**config.mk**
```make
export PLATFORM = sky130hd
export DESIGN_NAME = multicycle_controller
export DESIGN_NICKNAME = d
export VERILOG_FILES = /design/src/rtl/riscv_pkg.sv /design/src/rtl/alu_decoder.sv /design/src/rtl/multicycle_controller.sv
export SDC_FILE = /design/constraint.sdc
export NUM_CORES = 1
export LEC_CHECK = 0
export CORE_ASPECT_RATIO = 0.9
export CORE_MARGIN = 5
export CORE_UTILIZATION = 46
export DETAILED_ROUTE_END_ITERATION = 8
export GPL_TIMING_DRIVEN = 0
export PLACE_DENSITY_LB_ADDON = 0.3
export SLEW_MARGIN = 20
export SYNTH_ARGS = -nofsm -noshare
export SYNTH_HDL_FRONTEND = slang
export SYNTH_HIERARCHICAL = 1
export SYNTH_SLANG_ARGS = --single-unit
```
**constraint.sdc**
```tcl
create_clock -name clk -period 4.3 [get_ports clk]
set_input_delay 0.86 -clock clk [delete_from_list [all_inputs] [get_ports clk]]
set_output_delay 0.86 -clock clk [all_outputs]
set_load 0.05 [all_outputs]
```
**src/rtl/riscv_pkg.sv**
```systemverilog
// Shared definitions for the multicycle RV32I core: controller states,
// ALU operation codes, opcodes and datapath mux encodings.
package riscv_pkg;

  // Controller states; 13 states fit in 4 bits.
  typedef enum logic [3:0] {
    FETCH    = 4'd0,
    DECODE   = 4'd1,
    MEMADR   = 4'd2,
    MEMREAD  = 4'd3,
    MEMWB    = 4'd4,
    MEMWRITE = 4'd5,
    EXECUTER = 4'd6,
    EXECUTEI = 4'd7,
    LUI      = 4'd8,
    ALUWB    = 4'd9,
    BRANCH   = 4'd10,
    JALRADR  = 4'd11,
    JAL      = 4'd12
  } state_t;

  // Which decode table the ALU decoder applies this cycle.
  typedef enum logic [1:0] {
    CLS_ADD    = 2'd0,
    CLS_RTYPE  = 2'd1,
    CLS_ITYPE  = 2'd2,
    CLS_BRANCH = 2'd3
  } alu_class_t;

  // ALU operation codes (0101, 0110, 1100-1111 are never issued).
  localparam logic [3:0] ALU_ADD  = 4'b0000;
  localparam logic [3:0] ALU_SUB  = 4'b0001;
  localparam logic [3:0] ALU_AND  = 4'b0010;
  localparam logic [3:0] ALU_OR   = 4'b0011;
  localparam logic [3:0] ALU_XOR  = 4'b0100;
  localparam logic [3:0] ALU_SLL  = 4'b0111;
  localparam logic [3:0] ALU_SRL  = 4'b1000;
  localparam logic [3:0] ALU_SRA  = 4'b1001;
  localparam logic [3:0] ALU_SLT  = 4'b1010;
  localparam logic [3:0] ALU_SLTU = 4'b1011;

  // RV32I major opcodes (IR[6:0]).
  localparam logic [6:0] OP_LOAD   = 7'b0000011;
  localparam logic [6:0] OP_STORE  = 7'b0100011;
  localparam logic [6:0] OP_RTYPE  = 7'b0110011;
  localparam logic [6:0] OP_ITYPE  = 7'b0010011;
  localparam logic [6:0] OP_BRANCH = 7'b1100011;
  localparam logic [6:0] OP_JAL    = 7'b1101111;
  localparam logic [6:0] OP_JALR   = 7'b1100111;
  localparam logic [6:0] OP_LUI    = 7'b0110111;
  localparam logic [6:0] OP_AUIPC  = 7'b0010111;

  // ALU operand A select.
  localparam logic [1:0] SRCA_PC    = 2'b00;
  localparam logic [1:0] SRCA_OLDPC = 2'b01;
  localparam logic [1:0] SRCA_RS1   = 2'b10;
  localparam logic [1:0] SRCA_ZERO  = 2'b11;

  // ALU operand B select.
  localparam logic [1:0] SRCB_RS2  = 2'b00;
  localparam logic [1:0] SRCB_IMM  = 2'b01;
  localparam logic [1:0] SRCB_FOUR = 2'b10;

  // Result bus select.
  localparam logic [1:0] RES_ALUOUT    = 2'b00;
  localparam logic [1:0] RES_MEMDATA   = 2'b01;
  localparam logic [1:0] RES_ALURESULT = 2'b10;

  // Immediate format select.
  localparam logic [2:0] IMM_I = 3'b000;
  localparam logic [2:0] IMM_S = 3'b001;
  localparam logic [2:0] IMM_B = 3'b010;
  localparam logic [2:0] IMM_J = 3'b011;
  localparam logic [2:0] IMM_U = 3'b100;

endpackage

```
**src/rtl/alu_decoder.sv**
```systemverilog
// Combinational ALU operation decoder: maps the instruction class,
// funct3 and funct7b5 onto the 4-bit ALU control code.
module alu_decoder
  import riscv_pkg::*;
(
  input  alu_class_t  cls_i,
  input  logic [2:0]  funct3_i,
  input  logic        funct7b5_i,
  output logic [3:0]  alu_ctrl_o
);

  // Select the ALU code; unlisted combinations fall back to ADD.
  always_comb begin
    alu_ctrl_o = ALU_ADD;
    case (cls_i)
      CLS_RTYPE, CLS_ITYPE: begin
        case (funct3_i)
          3'b000:  alu_ctrl_o = ((cls_i == CLS_RTYPE) && funct7b5_i) ? ALU_SUB : ALU_ADD;
          3'b001:  alu_ctrl_o = ALU_SLL;
          3'b010:  alu_ctrl_o = ALU_SLT;
          3'b011:  alu_ctrl_o = ALU_SLTU;
          3'b100:  alu_ctrl_o = ALU_XOR;
          3'b101:  alu_ctrl_o = funct7b5_i ? ALU_SRA : ALU_SRL;
          3'b110:  alu_ctrl_o = ALU_OR;
          default: alu_ctrl_o = ALU_AND;
        endcase
      end
      CLS_BRANCH: begin
        // beq/bne compare by subtraction, blt/bge signed, bltu/bgeu unsigned.
        case (funct3_i[2:1])
          2'b00:   alu_ctrl_o = ALU_SUB;
          2'b10:   alu_ctrl_o = ALU_SLT;
          2'b11:   alu_ctrl_o = ALU_SLTU;
          default: alu_ctrl_o = ALU_ADD;
        endcase
      end
      default: alu_ctrl_o = ALU_ADD;
    endcase
  end

endmodule

```
**src/rtl/multicycle_controller.sv**
```systemverilog
// Main control FSM of the multicycle RV32I core. Sequences fetch, decode,
// execute, memory and writeback, drives every datapath select and write
// enable, and resolves branches from the ALU flags.
//
// Memory handshake: the controller presents an access (fetch address,
// load address, or store with mem_write high) and holds it, together with
// all selects, every cycle until mem_ready is seen high; the cycle in which
// mem_ready is high is the cycle the access completes, and the FSM then
// advances. mem_ready outside FETCH/MEMREAD/MEMWRITE is ignored.
module multicycle_controller
  import riscv_pkg::*;
#(
  parameter state_t RESET_STATE = FETCH
) (
  input  logic        clk,
  input  logic        reset,
  input  logic [6:0]  op,
  input  logic [2:0]  funct3,
  input  logic        funct7b5,
  input  logic        mem_ready,
  input  logic        zero,
  input  logic        less_than,
  input  logic        less_than_u,
  output logic [3:0]  alu_ctrl,
  output logic [1:0]  alu_src_a,
  output logic [1:0]  alu_src_b,
  output logic [1:0]  result_src,
  output logic [2:0]  imm_src,
  output logic        adr_src,
  output logic        ir_write,
  output logic        pc_write,
  output logic        reg_write,
  output logic        mem_write,
  output logic        illegal_op,
  output state_t      dbg_state_o
);

  state_t     state_q, state_d;
  alu_class_t alu_cls;
  logic       ir_write_d, pc_write_d, reg_write_d, mem_write_d, illegal_d;
  logic       taken;

  // State register; reset returns the FSM to its reset state.
  always_ff @(posedge clk) begin
    if (reset) state_q <= RESET_STATE;
    else       state_q <= state_d;
  end

  // Next-state logic and all datapath controls for the current state.
  always_comb begin
    state_d     = state_q;
    alu_cls     = CLS_ADD;
    alu_src_a   = SRCA_PC;
    alu_src_b   = SRCB_RS2;
    result_src  = RES_ALUOUT;
    imm_src     = IMM_I;
    adr_src     = 1'b0;
    ir_write_d  = 1'b0;
    pc_write_d  = 1'b0;
    reg_write_d = 1'b0;
    mem_write_d = 1'b0;
    illegal_d   = 1'b0;
    taken       = 1'b0;
    case (state_q)
      FETCH: begin
        alu_src_a  = SRCA_PC;
        alu_src_b  = SRCB_FOUR;
        result_src = RES_ALURESULT;
        ir_write_d = mem_ready;
        pc_write_d = mem_ready;
        if (mem_ready) state_d = DECODE;
      end
      DECODE: begin
        // Precompute old_pc + imm into ALUOut for branch/jal/auipc targets.
        alu_src_a = SRCA_OLDPC;
        alu_src_b = SRCB_IMM;
        case (op)
          OP_BRANCH: imm_src = IMM_B;
          OP_JAL:    imm_src = IMM_J;
          OP_AUIPC:  imm_src = IMM_U;
          default:   imm_src = IMM_I;
        endcase
        case (op)
          OP_LOAD, OP_STORE: state_d = MEMADR;
          OP_RTYPE:          state_d = EXECUTER;
          OP_ITYPE:          state_d = EXECUTEI;
          OP_BRANCH:         state_d = BRANCH;
          OP_JAL:            state_d = JAL;
          OP_JALR:           state_d = JALRADR;
          OP_LUI:            state_d = LUI;
          OP_AUIPC:          state_d = ALUWB;
          default: begin
            state_d   = FETCH;
            illegal_d = 1'b1;
          end
        endcase
      end
      MEMADR: begin
        alu_src_a = SRCA_RS1;
        alu_src_b = SRCB_IMM;
        imm_src   = (op == OP_STORE) ? IMM_S : IMM_I;
        state_d   = (op == OP_STORE) ? MEMWRITE : MEMREAD;
      end
      MEMREAD: begin
        adr_src    = 1'b1;
        result_src = RES_ALUOUT;
        if (mem_ready) state_d = MEMWB;
      end
      MEMWB: begin
        result_src  = RES_MEMDATA;
        reg_write_d = 1'b1;
        state_d     = FETCH;
      end
      MEMWRITE: begin
        adr_src     = 1'b1;
        mem_write_d = 1'b1;
        if (mem_ready) state_d = FETCH;
      end
      EXECUTER: begin
        alu_cls   = CLS_RTYPE;
        alu_src_a = SRCA_RS1;
        alu_src_b = SRCB_RS2;
        state_d   = ALUWB;
      end
      EXECUTEI: begin
        alu_cls   = CLS_ITYPE;
        alu_src_a = SRCA_RS1;
        alu_src_b = SRCB_IMM;
        imm_src   = IMM_I;
        state_d   = ALUWB;
      end
      LUI: begin
        alu_src_a = SRCA_ZERO;
        alu_src_b = SRCB_IMM;
        imm_src   = IMM_U;
        state_d   = ALUWB;
      end
      ALUWB: begin
        result_src  = RES_ALUOUT;
        reg_write_d = 1'b1;
        state_d     = FETCH;
      end
      BRANCH: begin
        // The target was latched in DECODE; here the ALU only compares.
        alu_cls    = CLS_BRANCH;
        alu_src_a  = SRCA_RS1;
        alu_src_b  = SRCB_RS2;
        result_src = RES_ALUOUT;
        case (funct3)
          3'b000:  taken = zero;
          3'b001:  taken = ~zero;
          3'b100:  taken = less_than;
          3'b101:  taken = ~less_than;
          3'b110:  taken = less_than_u;
          3'b111:  taken = ~less_than_u;
          default: illegal_d = 1'b1;
        endcase
        pc_write_d = taken;
        state_d    = FETCH;
      end
      JALRADR: begin
        alu_src_a = SRCA_RS1;
        alu_src_b = SRCB_IMM;
        imm_src   = IMM_I;
        state_d   = JAL;
      end
      JAL: begin
        // PC takes the target in ALUOut while the ALU forms old_pc + 4.
        alu_src_a  = SRCA_OLDPC;
        alu_src_b  = SRCB_FOUR;
        result_src = RES_ALUOUT;
        pc_write_d = 1'b1;
        state_d    = ALUWB;
      end
      default: state_d = FETCH;
    endcase
  end

  alu_decoder u_alu_decoder (
    .cls_i      (alu_cls),
    .funct3_i   (funct3),
    .funct7b5_i (funct7b5),
    .alu_ctrl_o (alu_ctrl)
  );

  // Reset aborts any instruction in flight: no side effects that cycle.
  assign ir_write    = ir_write_d  & ~reset;
  assign pc_write    = pc_write_d  & ~reset;
  assign reg_write   = reg_write_d & ~reset;
  assign mem_write   = mem_write_d & ~reset;
  assign illegal_op  = illegal_d   & ~reset;
  assign dbg_state_o = state_q;

endmodule
```
Word level (Yosys, flattened, before mapping)
Index checks and enable logic that the tools add are counted.
{ "classes": {"add_sub_neg": 0, "multipliers": 0, "div_mod_pow": 0, "magnitude_cmp": 0, "n_eq_ne": 36, "shifts": 0, "mux": 27, "bitwise_logic": 9, "n_reduce_logical": 16} }
{ "ops": {"columns": ["operator", "n"], "rows": [
  ["case mux 4 bit (7 select lines)", 2],
  ["case mux 4 bit (8 select lines)", 1],
  ["== test 7 x 6 -> 1 bit (second input constant)", 3],
  ["== test 7 bit (second input constant)", 3],
  ["== test 4 bit (second input constant)", 5],
  ["case mux 3 bit (3 select lines)", 2],
  ["== test 4 x 3 -> 1 bit (second input constant)", 4],
  ["== test 7 x 5 -> 1 bit (second input constant)", 2],
  ["== test 3 bit (second input constant)", 4],
  ["two-way mux 4 bit", 3],
  ["case mux 2 bit (3 select lines)", 2],
  ["case mux 4 bit (3 select lines)", 1],
  ["OR reduction 2 bit", 6],
  ["OR reduction 5 bit", 2],
  ["two-way mux 1 bit", 9],
  ["OR reduction 9 bit", 1],
  ["== test 2 bit (second input constant)", 4],
  ["== test 4 x 2 -> 1 bit (second input constant)", 2],
  ["case mux 2 bit (2 select lines)", 2],
  ["case mux 4 bit (2 select lines)", 1],
  ["== test 7 x 2 -> 1 bit (second input constant)", 1],
  ["== test 3 x 2 -> 1 bit (second input constant)", 2],
  ["inequality test 2 bit (second input constant)", 3],
  ["case mux 1 bit (6 select lines)", 1],
  ["15 further kinds", 22]
]} }
{ "totals": {"ff_bits": 4, "latch_bits": 0, "mem_bits_rw": 0, "mem_bits_ro": 0, "input_bits": 17, "n_memories": 0} }

Longest topological paths before layout
Gate-level depths: netlist (run 1).
{ "logic_depth": {"ltp_word": 7, "ltp_mapped": 10} }

Modules after synthesis
The synthesis (run 1) kept the hierarchy.
{ "modules_own_cells": {"columns": ["mod", "instances", "cells_each", "area_each_um2"], "rows": [
  ["multicycle_controller", 1, 114, 765.7],
  ["alu_decoder", 1, 26, 187.7]
]} }

Least setup slack after synthesis (run 1)
Ideal clock, no wire load.
{ "synth_path": {"path_kind": "reg2out", "start": "register state_q[0], in the netlist dbg_state_o[0]", "end": "output port ir_write", "t_arrival_ps": 3766, "required_time_ps": 3440, "slack_ps": -326, "path_stages_with_launch": 5, "n_path_buf": 2, "cell_sequence": "dfxtp_1 -> buf_4 -> clkbuf_1 -> nor4_1 -> nor3b_1"} }
{ "synth_between": {"elab_chain_cells": 3} }
{ "synth_rtl": {"columns": ["item", "line", "rtl"], "rows": [
  ["from (decl)", "multicycle_controller.sv:38", "state_t state_q, state_d;"],
  ["from (signal assigned)", "multicycle_controller.sv:46", "else state_q <= state_d;"],
  ["logical NOT 4 bit", "multicycle_controller.sv:64", "case (state_q)"],
  ["two-way mux 1 bit", "multicycle_controller.sv:64", null],
  ["AND 1 bit", "multicycle_controller.sv:187", "assign ir_write = ir_write_d & ~reset;"],
  ["to (decl)", "multicycle_controller.sv:30", "output logic ir_write,"]
]} }
Every way passes these cells.

Worst setup path after layout (run 1)
{ "layout_path": {"start": "input port op[2]", "end": "output port imm_src[0]"} }
{ "layout_between": {"elab_chain_cells": 3, "word_cells_on_any_way": 7} }
{ "layout_rtl": {"columns": ["item", "line", "rtl"], "rows": [
  ["from (decl)", "multicycle_controller.sv:17", "input logic [6:0] op,"],
  ["== test 7 x 5 -> 1 bit, or another cell as far along", "multicycle_controller.sv:77", "case (op)"],
  ["case mux 3 bit (3 select lines) or two-way mux 1 bit (tied branches)", "multicycle_controller.sv:77, multicycle_controller.sv:101", null],
  ["case mux 3 bit (3 select lines) (*)", "multicycle_controller.sv:64", null],
  ["to (decl)", "multicycle_controller.sv:28", "output logic [2:0] imm_src,"]
]} }
Every way passes the cells marked *; elsewhere a longest branch is shown, timed or not.

==> results by group, run 1 <==
Status
  – Status: completed

Clock tree
  – Worst-path clk slew: 0.04 ns
  – Worst-Skew Late Latency: 0.25 ns
  – Hold_buf cts: 0
  – CTS tree: built
  – Total CTS buffers: 3
  – Clk sinks: 4
  – H-tree levels: 1
  – CTS max path bufs: 2
  – CTS root buf: clkbuf_4

Global routing
  – Largest net degree at the start of global routing: 13
  – Total GRT Usage: 20.7%
  – GR Overflow Total: 0
  – First-pass GRT wire length: about 5 mm
  – Initial antenna violation count: 0
  – Vias in the first global route: 1147

Setup path
  – Setup Crit Path Kind: primary input to primary output
  – Worst r2r dst: dbg_state_o[2]
  – CP Capture Type: primary output
  – Worst EP required: 3.44 ns
  – Reg2reg path depth: 5
  – Worst R2R Setup Slack: 2.70 ns
  – Reg2reg start: dbg_state_o[0]
  – Critical Path Start: op[2]
  – Largest fanout on the critical path: 8
  – Arr. time, crit path: 3.28 ns
  – Crit start category: primary input

Placement
  – DP Area: roughly 0.0014 mm2
  – Port Buffers: 37
  – Placer Congestion: 0.876
  – Dpl cells: 202
  – Post-DP HPWL: around 2.3 mm

Yosys
  – Synth Instances: 140
  – Netlist cell types: slightly above 50
  – Synth Cell Area: 953 um2
  – Synth warnings: 6
  – Syn_area_per_cell: between 6 and 7 um2
  – Syn_nets: approximately 160
  – Synth Flop Type: dfxtp_1
  – Seq cells post-synth: 4
  – Sequential element share of the synthesized area: 8.40%
  – EDFF count, synth: 0
  – Ys async rst share: 0%

Die
  – Core area: just under 0.002 mm2
  – DIE WIDTH: between 50 and 60 um
  – Num ports: 40
  – Rows: 15
  – Starting Density: 48.8%
  – Height of the die: 53.2 um
  – Die area: 0.00308 mm2

Timing
  – Setup TNS: 0 ns
  – Fmax: 242 MHz
  – Worst slew pin tran: 0.512 ns
  – Max-slew headroom: 65.8%
  – Unrepaired setup endpoints after global routing: no
  – Final Setup Violations: 0
  – Min Tclk post-route: 4.14 ns
  – Final max-slew violation count: 0
  – Final hold vios: 0
  – Worst clock skew: 0.000359 ns
  – Period utilization: 96.2%

Layout
  – Reg area: 80.1 um2
  – Share of layout cells above drive strength 1: approximately 6.1%
  – Layout Utilization: 71.2%
  – Fillcell total: between 150 and 200
  – Layout Nets: approximately 200
  – Max FFs per register: 4
  – N_diodes: 0
  – Area growth from synthesis to layout: 45.8%
  – Non-Filler Instances: 205
  – Final instance area: 0.00139 mm2
  – Area of the multi-input gates: roughly 810 um2

Route
  – Wirelength per Cell: 14.9 um
  – WL final: 3.05 mm
  – Via count: 1251
  – Pre-antenna DRT Iters: 4
  – # DRC: 0
  – 1st-iter DRT viols: 35
  – Routed vias/inst: slightly above 6
  – DRT antenna net count: 0

Min path
  – Min-Delay Path Class: flop to flop
  – Hold Path Depth: 3
  – Hold Crit Start: dbg_state_o[2]
  – Worst Hold Path EP: dbg_state_o[3]

Power and ir drop
  – Total Power: 0.249 mW
  – Static leakage: 0.523 nW
  – Maximum vdd ir drop: 172 uV
  – Pwr per Cell Area: 179 mW/mm2

Run
  – Max Cap Viol: 0
[layout make-up]
| class | instances | area share, % |
|---|---|---|
| buffer | 10 | 3.15 |
| clock buffer | 3 | 1.62 |
| inverter | 8 | 2.16 |
| multi-input combinational | 118 | 58.1 |
| sequential | 4 | 5.76 |
| tap | 25 | 2.25 |
| timing repair buffer | 37 | 27.0 |
[cells in the final DEF, fill, tap and decap left out, types with 3 or more instances in the layout]
master and count:
a21boi_0 3, a21oi_1 9, a221oi_1 3, and3_1 3
clkbuf_1 5, clkbuf_4 3, clkdlybuf4s50_1 35, dfxtp_1 4
ha_1 5, inv_1 8, nand2_1 9, nand2b_1 5
nand3_1 3, nand3b_1 7, nor2_1 11, o21ai_0 5
o21ai_1 6, o22ai_1 3, xnor2_1 4, xor2_1 3
[synthesized netlist by cell type (2+ instances only)]
master | instances | area (um2)
a221oi_1 | 3 | 26.3
a21boi_0 | 3 | 22.5
buf_1 | 2 | 7.51
or4_1 | 2 | 15.0
inv_1 | 8 | 30.0
nor2_1 | 11 | 41.3
dfxtp_1 | 4 | 80.1
xor2_1 | 3 | 26.3
ha_1 | 5 | 62.6
a21oi_1 | 9 | 45.0
o22ai_1 | 3 | 18.8
o21ai_1 | 6 | 30.0
and3b_1 | 2 | 17.5
nand3_1 | 3 | 15.0
a211oi_1 | 2 | 15.0
nor4_1 | 2 | 12.5
nand3b_1 | 7 | 52.6
nand2b_1 | 5 | 31.3
buf_2 | 2 | 10.0
xnor2_1 | 4 | 35.0
o21ai_0 | 5 | 25.0
nand4b_1 | 2 | 17.5
a21boi_1 | 2 | 15.0
or4b_4 | 2 | 27.5
nand2_1 | 9 | 33.8
nor3_1 | 2 | 10.0
clkbuf_1 | 5 | 18.8
and3_1 | 3 | 18.8
or3_1 | 2 | 12.5
[kinds of logic (layout without fill, tap and decap cells)]
kind of cell | Yosys count | in the layout | share of synthesized area (%)
multiplexers | 2 | 2 | 2.23
flip-flops | 4 | 4 | 8.40
buffers and inverters | 18 | 58 | 7.74
AND/OR/NAND/NOR | 59 | 59 | 37.5
adder cells (fa/ha/maj) | 5 | 5 | 6.56
AO/OA/AOI/OAI | 45 | 45 | 31.1
XOR/XNOR | 7 | 7 | 6.43
[layer usage]
metal  share of wire, %  vias to the layer above  track usage, %
met2                 46                       55            35.9
met1                 46                      581            24.9
met3                6.3                        7            6.10
li1                   -                      608               -
met5                  0                        -               0
met4                1.3                        0            5.02
[how the worst max path moves through the flow]
stage                        to  slack, ns  cells past startpoint
floorplan              ir_write       0.27                      4
global placement       pc_write       0.14                      6
detailed placement     pc_write       0.11                      6
CTS                    pc_write       0.08                      6
global route        alu_ctrl[1]       0.05                      8
finish               imm_src[0]       0.16                      6
[per-stage QoR]
step                      setup slack (ns)  hold slack, ns
after floorplan                      0.274           0.947
after global placement               0.140           0.758
after detailed placement             0.108           0.759
after CTS                           0.0793           0.770
after global routing                0.0533           0.836
final                                0.161           0.775
[what timing repair did]
item / in CTS / in global routing
setup endpoints to repair: 0 / 2
gates resized for setup: 0 / 2
setup buffers: 0 / 0
[power by group]
group	internal [mW]	total, mW	switching, mW
sequential	0.0392	0.0405	0.00132
combinational	0.0600	0.156	0.0961
clock	0.0316	0.0523	0.0207
[critical path, stage by stage]
cell and delay [ns]:
clkdlybuf4s50_1 0.53, or3b_1 0.43, or2_1 0.23, or3_1 0.34, o21ai_1 0.07, clkdlybuf4s50_1 0.81
No activity file was read; power rests on OpenSTA's default activity.
==> inputs of run 2 (changes only) <==
CELL_PAD_IN_SITES_DETAIL_PLACEMENT = 1   (was unset)
CELL_PAD_IN_SITES_GLOBAL_PLACEMENT = 2   (was unset)
CORE_UTILIZATION = 23   (was 46)
SKIP_LAST_GASP = 1   (was unset)
==> results by group, run 2 (same netlist as run 1, synthesis figures left out) <==
Layout
  – Area growth from synthesis to layout: 50.5%
  – Reg area: ~80 um2
  – Max FFs per register: 4
  – N_diodes: 0
  – Commonest non-fill, non-tap cell in the layout: clkdlybuf4s50_1
  – Share of layout cells above drive strength 1: 6.11%
  – Area of the multi-input gates: 807 um2
  – Fillcell total: 511
  – Commonest non-fill, non-tap cells in the layout: 36 x clkdlybuf4s50_1, 11 x nor2_1, 9 x nand2_1, 9 x a21oi_1, 8 x inv_1
  – Layout Nets: 204
  – Non-Filler Instances: around 230

Route
  – Top layer in use: met4
  – WL final: 3.66 mm
  – # DRC: 0
  – Via count: 1229
  – Met2 WL: around 1.6 mm
  – Pre-antenna DRT Iters: 4
  – Routed vias/inst: 5.39
  – Wirelength per Cell: 16.1 um
  – DRT antenna net count: 0
  – Wl on met1: 1.84 mm
  – 1st-iter DRT viols: 51
  – DR WL met3: around 170 um

Timing
  – Setup TNS: 0 ns
  – Worst slew pin tran: around 0.5 ns
  – Fin Hold WS: 0.781 ns
  – Min Tclk post-route: 4.19 ns
  – Period utilization: between 90 and 100%
  – Final hold vios: 0
  – Fmax: 239 MHz
  – Worst clock skew: roughly 0.0036 ns
  – Unrepaired setup endpoints after global routing: no
  – Max-slew headroom: 66.3%
  – Fin worst setup slack: 0.109 ns
  – Final Setup Violations: 0
  – Final max-slew violation count: 0

Min path
  – Hold Crit Start: dbg_state_o[2]
  – Min-Delay Path Class: flop to flop
  – Hold Path Depth: 3

Power and ir drop
  – Total Power: between 0.2 and 0.3 mW
  – Pwr per Cell Area: 194 mW/mm2
  – Static leakage: 0.512 nW
  – Maximum vdd ir drop: just over 80 uV

Placement
  – Placer Congestion: 0.828
  – Post-place setup slack: 0.0524 ns
  – Post-DP HPWL: 2.84 mm
  – Port Buffers: 37
  – Dpl cells: 225

Die
  – Rows: 22
  – Die area: between 0.005 and 0.006 mm2
  – Height of the die: roughly 70 um
  – DIE WIDTH: 77.9 um
  – Num ports: 40
  – Starting Density: 23.6%
  – Core area: 0.00405 mm2

Setup path
  – Setup Crit Path Kind: primary input to primary output
  – CP Capture Type: primary output
  – Crit start category: primary input
  – Crit-path most repeated cell: clkdlybuf4s50_1
  – Cell Chain, Critical Path: clkdlybuf4s50_1 > or3b_1 > or2_1 > or3_1 > o21ai_1 > clkdlybuf4s50_1
  – Arr. time, crit path: between 3 and 4 ns
  – Reg2reg path depth: 5
  – Largest fanout on the critical path: 8
  – Critical Path Start: op[2]
  – Worst EP required: ~3.4 ns
  – CP max stage cell: clkdlybuf4s50_1
  – Reg2reg start: dbg_state_o[1]
  – Max incr delay on CP: 0.83 ns

Clock tree
  – Worst-path clk slew: around 0.03 ns
  – Clk sinks: 4
  – Count of cells resized by post-cts repair: 0
  – CTS tree: built
  – Post-CTS setup buffer count: 0
  – CTS max path bufs: 2
  – Total CTS buffers: 3
  – H-tree levels: 1
  – CTS root buf: clkbuf_8
  – Worst-Skew Late Latency: around 0.22 ns
  – Hold_buf cts: 0

Global routing
  – Vias in the first global route: 1239
  – Initial antenna violation count: 0
  – First-pass GRT wire length: 6.02 mm
  – Total GRT Usage: 13.0%
  – Largest net degree at the start of global routing: 13
  – GR Overflow Total: 0

Run
  – Max Cap Viol: 0

Status
  – Status: completed
[run 2: changes by cell type in the layout (fill, tap and decap cells not counted)]
| cell | previous run | this run |
|---|---|---|
| clkbuf_4 | 3 | 0 |
| clkbuf_8 | 0 | 3 |
| dlymetal6s2s_1 | 2 | 1 |
| clkdlybuf4s50_1 | 35 | 36 |
[run 2: path summary, 6_finish.rpt]
path	slack, ns	to
setup / recovery	0.11	imm_src[0]
hold / removal	0.78	dbg_state_o[3]
setup reg to reg	2.67	dbg_state_o[0]
hold reg to reg	0.78	dbg_state_o[3]
[run 2: metal layers]
metal,up-vias,global-route usage [%]
li1,607,-
met1,586,18.5
met2,32,19.3
met3,4,3.05
met4,0,3.44
met5,-,0
[run 2: report_power, final]
group	switching, mW	total (mW)	leakage (nW)	internal, mW
logic	0.0983	0.158	0.458	0.0600
registers	0.00119	0.0405	0.0325	0.0393
clock network	0.0197	0.0794	0.0216	0.0597
[run 2: area by class of cell]
cell class / count / area share, %
multi-input combinational: 118 / 56.2
tap: 48 / 4.18
timing repair buffer: 37 / 26.0
clock buffer: 3 / 2.88
inverter: 8 / 2.09
buffer: 10 / 3.05
sequential: 4 / 5.58
[run 2: critical path: cells and delay by family]
family                 cells  cell delay, ns
AOI/OAI and AO/OA          1            0.09
buffers and inverters      2            1.37
and+or+nand+nor            3            1.01
[run 2: through the flow]
step	area (um2)	utilization, %
floorplan	961	-
global placement	1390	34.4
detailed placement	1390	34.4
CTS	1430	35.4
global route	1440	35.5
finish	1440	35.5
==> patch 1 (settings of run 1) <==
Make the reset (`reset`) asynchronous in one clocked block.
--- a/src/rtl/multicycle_controller.sv
+++ b/src/rtl/multicycle_controller.sv
@@ -43,3 +43,3 @@
   // State register; reset returns the FSM to its reset state.
-  always_ff @(posedge clk) begin
+  always_ff @(posedge clk or posedge reset) begin
     if (reset) state_q <= RESET_STATE;
Check against the original RTL: differs if reset is asserted again (counterexample within 4 cycles, from zero or initial values and one cycle with reset high); with reset held inactive, the same outputs for 10 cycles.
==> patch 1 against run 1 <==
- clock skew increased by 0.0052 ns
- highest routed layer unchanged
- sequential share of layout area is 1.5 points higher
- routed wire length increased by 2.1%
- register-to-register slack improved by 0.17 ns
- worst setup slack got worse by 0.073 ns
- final area fell by 0.27%
- area after synthesis increased by 0.92%
- sequential cell count is the same
Power is not compared: it rests on default switching activity, and its combinational part moved more than twofold at a synthesized area within 25%.
==> patch 1: results (changes against run 1) <==
status = complete, no violations
Syn Nets = 161 (-0.62%)
crit-path max FO = 12 (+4)
worst vdd ir = 297.9 uV
ys flop type = dfrtp_1
diode count = 0 (unchanged)
Max H-tree Level = 1 (unchanged)
Fillers = 176 (+7.3%)
fraction of final layout cells sized beyond drive strength 1 = 8.939% (+2.8 points)
max reg flops = 4 (unchanged)
CP Data Arrival Time = 3.35 ns (+0.07 ns)
FF-to-FF Start = dbg_state_o[2]$_DFFE_PP0P_
Netlist cell types = 49 (-3.9%)
WL per Instance = 15.28 microns (+2.6%)
TritonRoute pass-1 iters = 5 (+1)
Worst Setup SP = funct3[2]
Area contributors post-synth = dfrtp_1 (10%), ha_1 (6.5%), nand2_1 (5.5%)
post_cts resized = 0 (unchanged)
worst r2r path cells = 4 (-1)
hold buffer count at cts = 0 (unchanged)
synth cell count leaders = nand2_1 (14), a21oi_1 (9), inv_1 (9)
Detail Placement HPWL = 2404 microns (+4.1%)
Overall Global Routing Usage = 20.97% (+0.31 points)
Seq/Total Area, Yosys = 10.40% (+2.0 points)
hold_sp = dbg_state_o[1]$_DFFE_PP0P_
worst skew pair latency = 0.24 ns
CP max stage cell = clkdlybuf4s50_1
highest routed layer = met4
cts bufs inserted = 3 (unchanged)
clock skew = 0.005601 ns (+0.005242 ns)
DR vias/cell = 5.980 (-2.0%)
initial detailed-routing violation count = 52 (+49%)
clk root buf = clkbuf_4
WL met2 = 1420 microns (+0.50%)
Worst path max stage delay = 0.83 ns (+0.02 ns)
antenna violations before repair = 0 (unchanged)
r2r setup slk = 2.87 ns (+0.17 ns)
global placement routability congestion = 0.8824 (+0.71%)
LEAKAGE = 0.0005541 uW
met3 wire length = 272 microns (+42%)
wl on met1 = 1354 microns (-3.6%)
Post-layout nets = 203 (-0.49%)
post-detailed-placement cell area = 0.001364 sq mm (about the same)
Reg-to-Reg End = dbg_state_o[2]$_DFFE_PP0P_
Top delay family on crit path = buffers and inverters
hold path cells = 3 (unchanged)
Setup Fix Bufs, Post-CTS = 0 (unchanged)
Hold Crit Endpoint = dbg_state_o[0]$_DFFE_PP0P_
min-delay worst type = reg -> reg
number of global-route vias before repair = 1120 (-2.4%)
first-pass GRT wire length = 5064 microns (+1.4%)
Yosys Warn Count = 6 (unchanged)
FFs w/ async S/R, synth = 100.0% (+100 points)
Max-slew headroom = 65.23% (-0.56 points)
largest net degree at the start of global routing = 13 (unchanged)
CTS max path bufs = 2 (unchanged)
Buffers on Ports = 37 (unchanged)
clock slew at reported path FFs = 0.04 ns (about the same)
-- patch 1: kinds of logic (layout without fill, tap and decap cells) --
kind of cell             after synthesis  count (layout)  share of synthesized area, %
AO/OA/AOI/OAI                         38              38                         24.97
XOR/XNOR                               7               7                         6.372
adder cells (fa/ha/maj)                5               5                         6.502
buffers and inverters                 17              57                         7.801
flip-flops                             4               4                         10.40
multiplexers                           2               2                         2.081
AND/OR/NAND/NOR                       66              66                         41.87
-- patch 1: worst max-delay path by stage --
| stage | end | slack (ns) | cells past startpoint |
|---|---|---|---|
| 2_1_floorplan | alu_ctrl[0] | 0.61 | 8 |
| 3_3_place_gp | pc_write | 0.17 | 6 |
| 4_1_cts | pc_write | 0.09 | 6 |
| 3_5_place_dp | pc_write | 0.09 | 6 |
| 5_1_grt | pc_write | 0.01 | 6 |
| 6_report | pc_write | 0.09 | 6 |
-- patch 1: layout make-up --
class | instances | share of cell area (%)
timing repair buffer | 37 | 26.71
sequential | 4 | 7.220
buffer | 8 | 2.978
inverter | 9 | 2.437
multi-input combinational | 118 | 56.77
clock buffer | 3 | 1.625
tap | 25 | 2.256
-- patch 1: worst min-delay path, stage by stage, from the launching register on --
cell and delay [ns]:
dfrtp_1 0.38, nor2_1 0.11, nor2b_1 0.12, a211oi_1 0.06
-- patch 1: per-layer routing --
metal / track usage (%) / up-vias
met2: 36.84 / 79
li1: - / 584
met3: 4.634 / 12
met1: 25.57 / 545
met5: 0 / -
met4: 5.792 / 0
-- patch 1: stage by stage --
| stage | power [uW] | hold WS [ns] | util (%) | setup WS [ns] | instances |
|---|---|---|---|---|---|
| 3_5_place_dp | 609.7 | 0.6985 | 69.87 | 0.09238 | 201 |
| 5_1_grt | 697.9 | 0.7657 | 71.03 | 0.01070 | 204 |
| 6_report | 665.0 | 0.7176 | 71.03 | 0.08793 | 204 |
| 2_1_floorplan | 441.1 | 0.6261 | - | 0.6068 | 139 |
| 4_1_cts | 659.6 | 0.7142 | 71.03 | 0.09204 | 204 |
| 3_3_place_gp | 602.8 | 0.6965 | 69.87 | 0.1742 | 201 |
-- patch 1: report_power, final --
part | switching, uW | internal [uW]
registers | 18.8 | 47.5
clock network | 16.3 | 31.3
logic | 361 | 191
==> patch 2 (config.mk and constraints of run 1) <==
Made on the original files. Put one more register stage on the output `dbg_state_o`. The value now appears one clock later. The other outputs are not delayed to match.
--- a/src/rtl/multicycle_controller.sv
+++ b/src/rtl/multicycle_controller.sv
@@ -191,3 +191,5 @@
   assign illegal_op  = illegal_d   & ~reset;
-  assign dbg_state_o = state_q;
+  always_ff @(posedge clk) begin
+    dbg_state_o <= state_q;
+  end
 
Formal check against the unedited RTL: not equivalent (Yosys sat finds a counterexample within 4 cycles, from zero or initial values and one cycle with reset high).
==> patch 2 against run 1 <==
- routed wire length increased by 4.5%
- clock power increased by 9.0%
- sequential cell count increased by 4
- maximum frequency increased by 1.2%
- register-to-register slack got worse by 0.03 ns
- final area increased by 8.6%
- area after synthesis increased by 11%
- combinational power decreased by 33%
- worst setup slack improved by 0.049 ns
- power decreased by 3.9%
- via count increased by 4.8%
==> patch 2: results (changes against run 1) <==
post-detailed-placement cell area = 0.001481 sq mm (+8.7%)
internal power = 151.1 uW (+16%)
clk pwr = 57.0 uW (+9.0%)
worst vdd ir = 144.6 uV (-16%)
clock skew = 0.0006991 ns (+0.0003403 ns)
global placement routability congestion = 0.9406 (+7.3%)
GR Layer Usage met2 = 31.17% (-4.7 points)
DR vias = 1311 (+4.8%)
Detail Placement HPWL = 2502 microns (+8.3%)
wl on met1 = 1348 microns (-4.1%)
first-pass GRT wire length = 5106 microns (+2.2%)
Buffers on Ports = 39 (+5.4%)
worst-margin pin slew = 0.5080 ns (-0.004386 ns)
Reg-to-Reg End = state_q[3]$_SDFFE_PP0P_
synth cell count leaders = a21oi_1 (12), nor2_1 (11), nand2b_1 (10), nand2_1 (9), nor3_1 (9)
WL per Instance = 14.62 microns (-1.8%)
initial detailed-routing violation count = 68 (+94%)
met3 wire length = 304 microns (+59%)
status = complete, no violations
Area contributors post-synth = dfxtp_1 (15%), ha_1 (5.9%), nand2b_1 (5.9%)
hold_sp = state_q[2]$_SDFFE_PP0P_
Hold Crit Endpoint = dbg_state_o[2]$_DFF_P_
sequential power = 77.0 uW (+90%)
FF-to-FF Start = state_q[2]$_SDFFE_PP0P_
Setup Slack @ Placement = 0.3551 ns (+0.2468 ns)
r2r setup slk = 2.67 ns (-0.03 ns)
WL met2 = 1475 microns (+4.4%)
LEAKAGE = 0.0005946 uW (+14%)
-- patch 2: changes by cell type in the layout (fill, tap and decap cells not counted), moves of 3 or more --
cell | before | now
buf_2 | 2 | 7
nand2b_1 | 5 | 10
dfxtp_1 | 4 | 8
nor3_1 | 2 | 9
nand3b_1 | 7 | 3
a21boi_0 | 3 | 0
o21ai_1 | 6 | 3
a21oi_1 | 9 | 12
-- patch 2: worst max path at each step --
stage	startpoint	to	slack, ns
floorplan	state_q[1]$_SDFFE_PP0P_	alu_ctrl[0]	0.81
global placement	state_q[1]$_SDFFE_PP0P_	alu_ctrl[0]	0.44
detailed placement	state_q[1]$_SDFFE_PP0P_	alu_ctrl[0]	0.36
CTS	state_q[1]$_SDFFE_PP0P_	alu_ctrl[0]	0.08
global route	state_q[1]$_SDFFE_PP0P_	alu_ctrl[3]	0.03
finish	state_q[1]$_SDFFE_PP0P_	alu_ctrl[3]	0.21
-- patch 2: worst max-delay path, stage by stage (launching register included) --
cell and delay (ns):
dfxtp_1 0.35, buf_2 0.23, buf_2 0.25, buf_2 0.25, nor3b_1 0.41, inv_1 0.09, ha_1 0.36, o21ai_1 0.08
a21oi_1 0.14, clkdlybuf4s50_1 0.83
-- patch 2: layout make-up --
class	instances	area, sq um	area share [%]
repair buffers	39	395.4	26.20
well taps	27	33.78	2.239
clock buffers	3	22.52	1.493
multi-input cells	123	813.3	53.90
inverters	7	26.28	1.741
plain buffers	11	57.56	3.814
flip-flops and latches	8	160.2	10.61
-- patch 2: logic make-up (layout without fill, tap and decap cells) --
logic type,Yosys count,after routing,synth area share (%)
xor+xnor,7,7,5.799
compound gates,41,41,26.04
mux,1,1,0.9468
flops,8,8,15.15
buf+inv,18,60,7.928
fa+ha+maj,5,5,5.917
simple gates,69,69,38.23
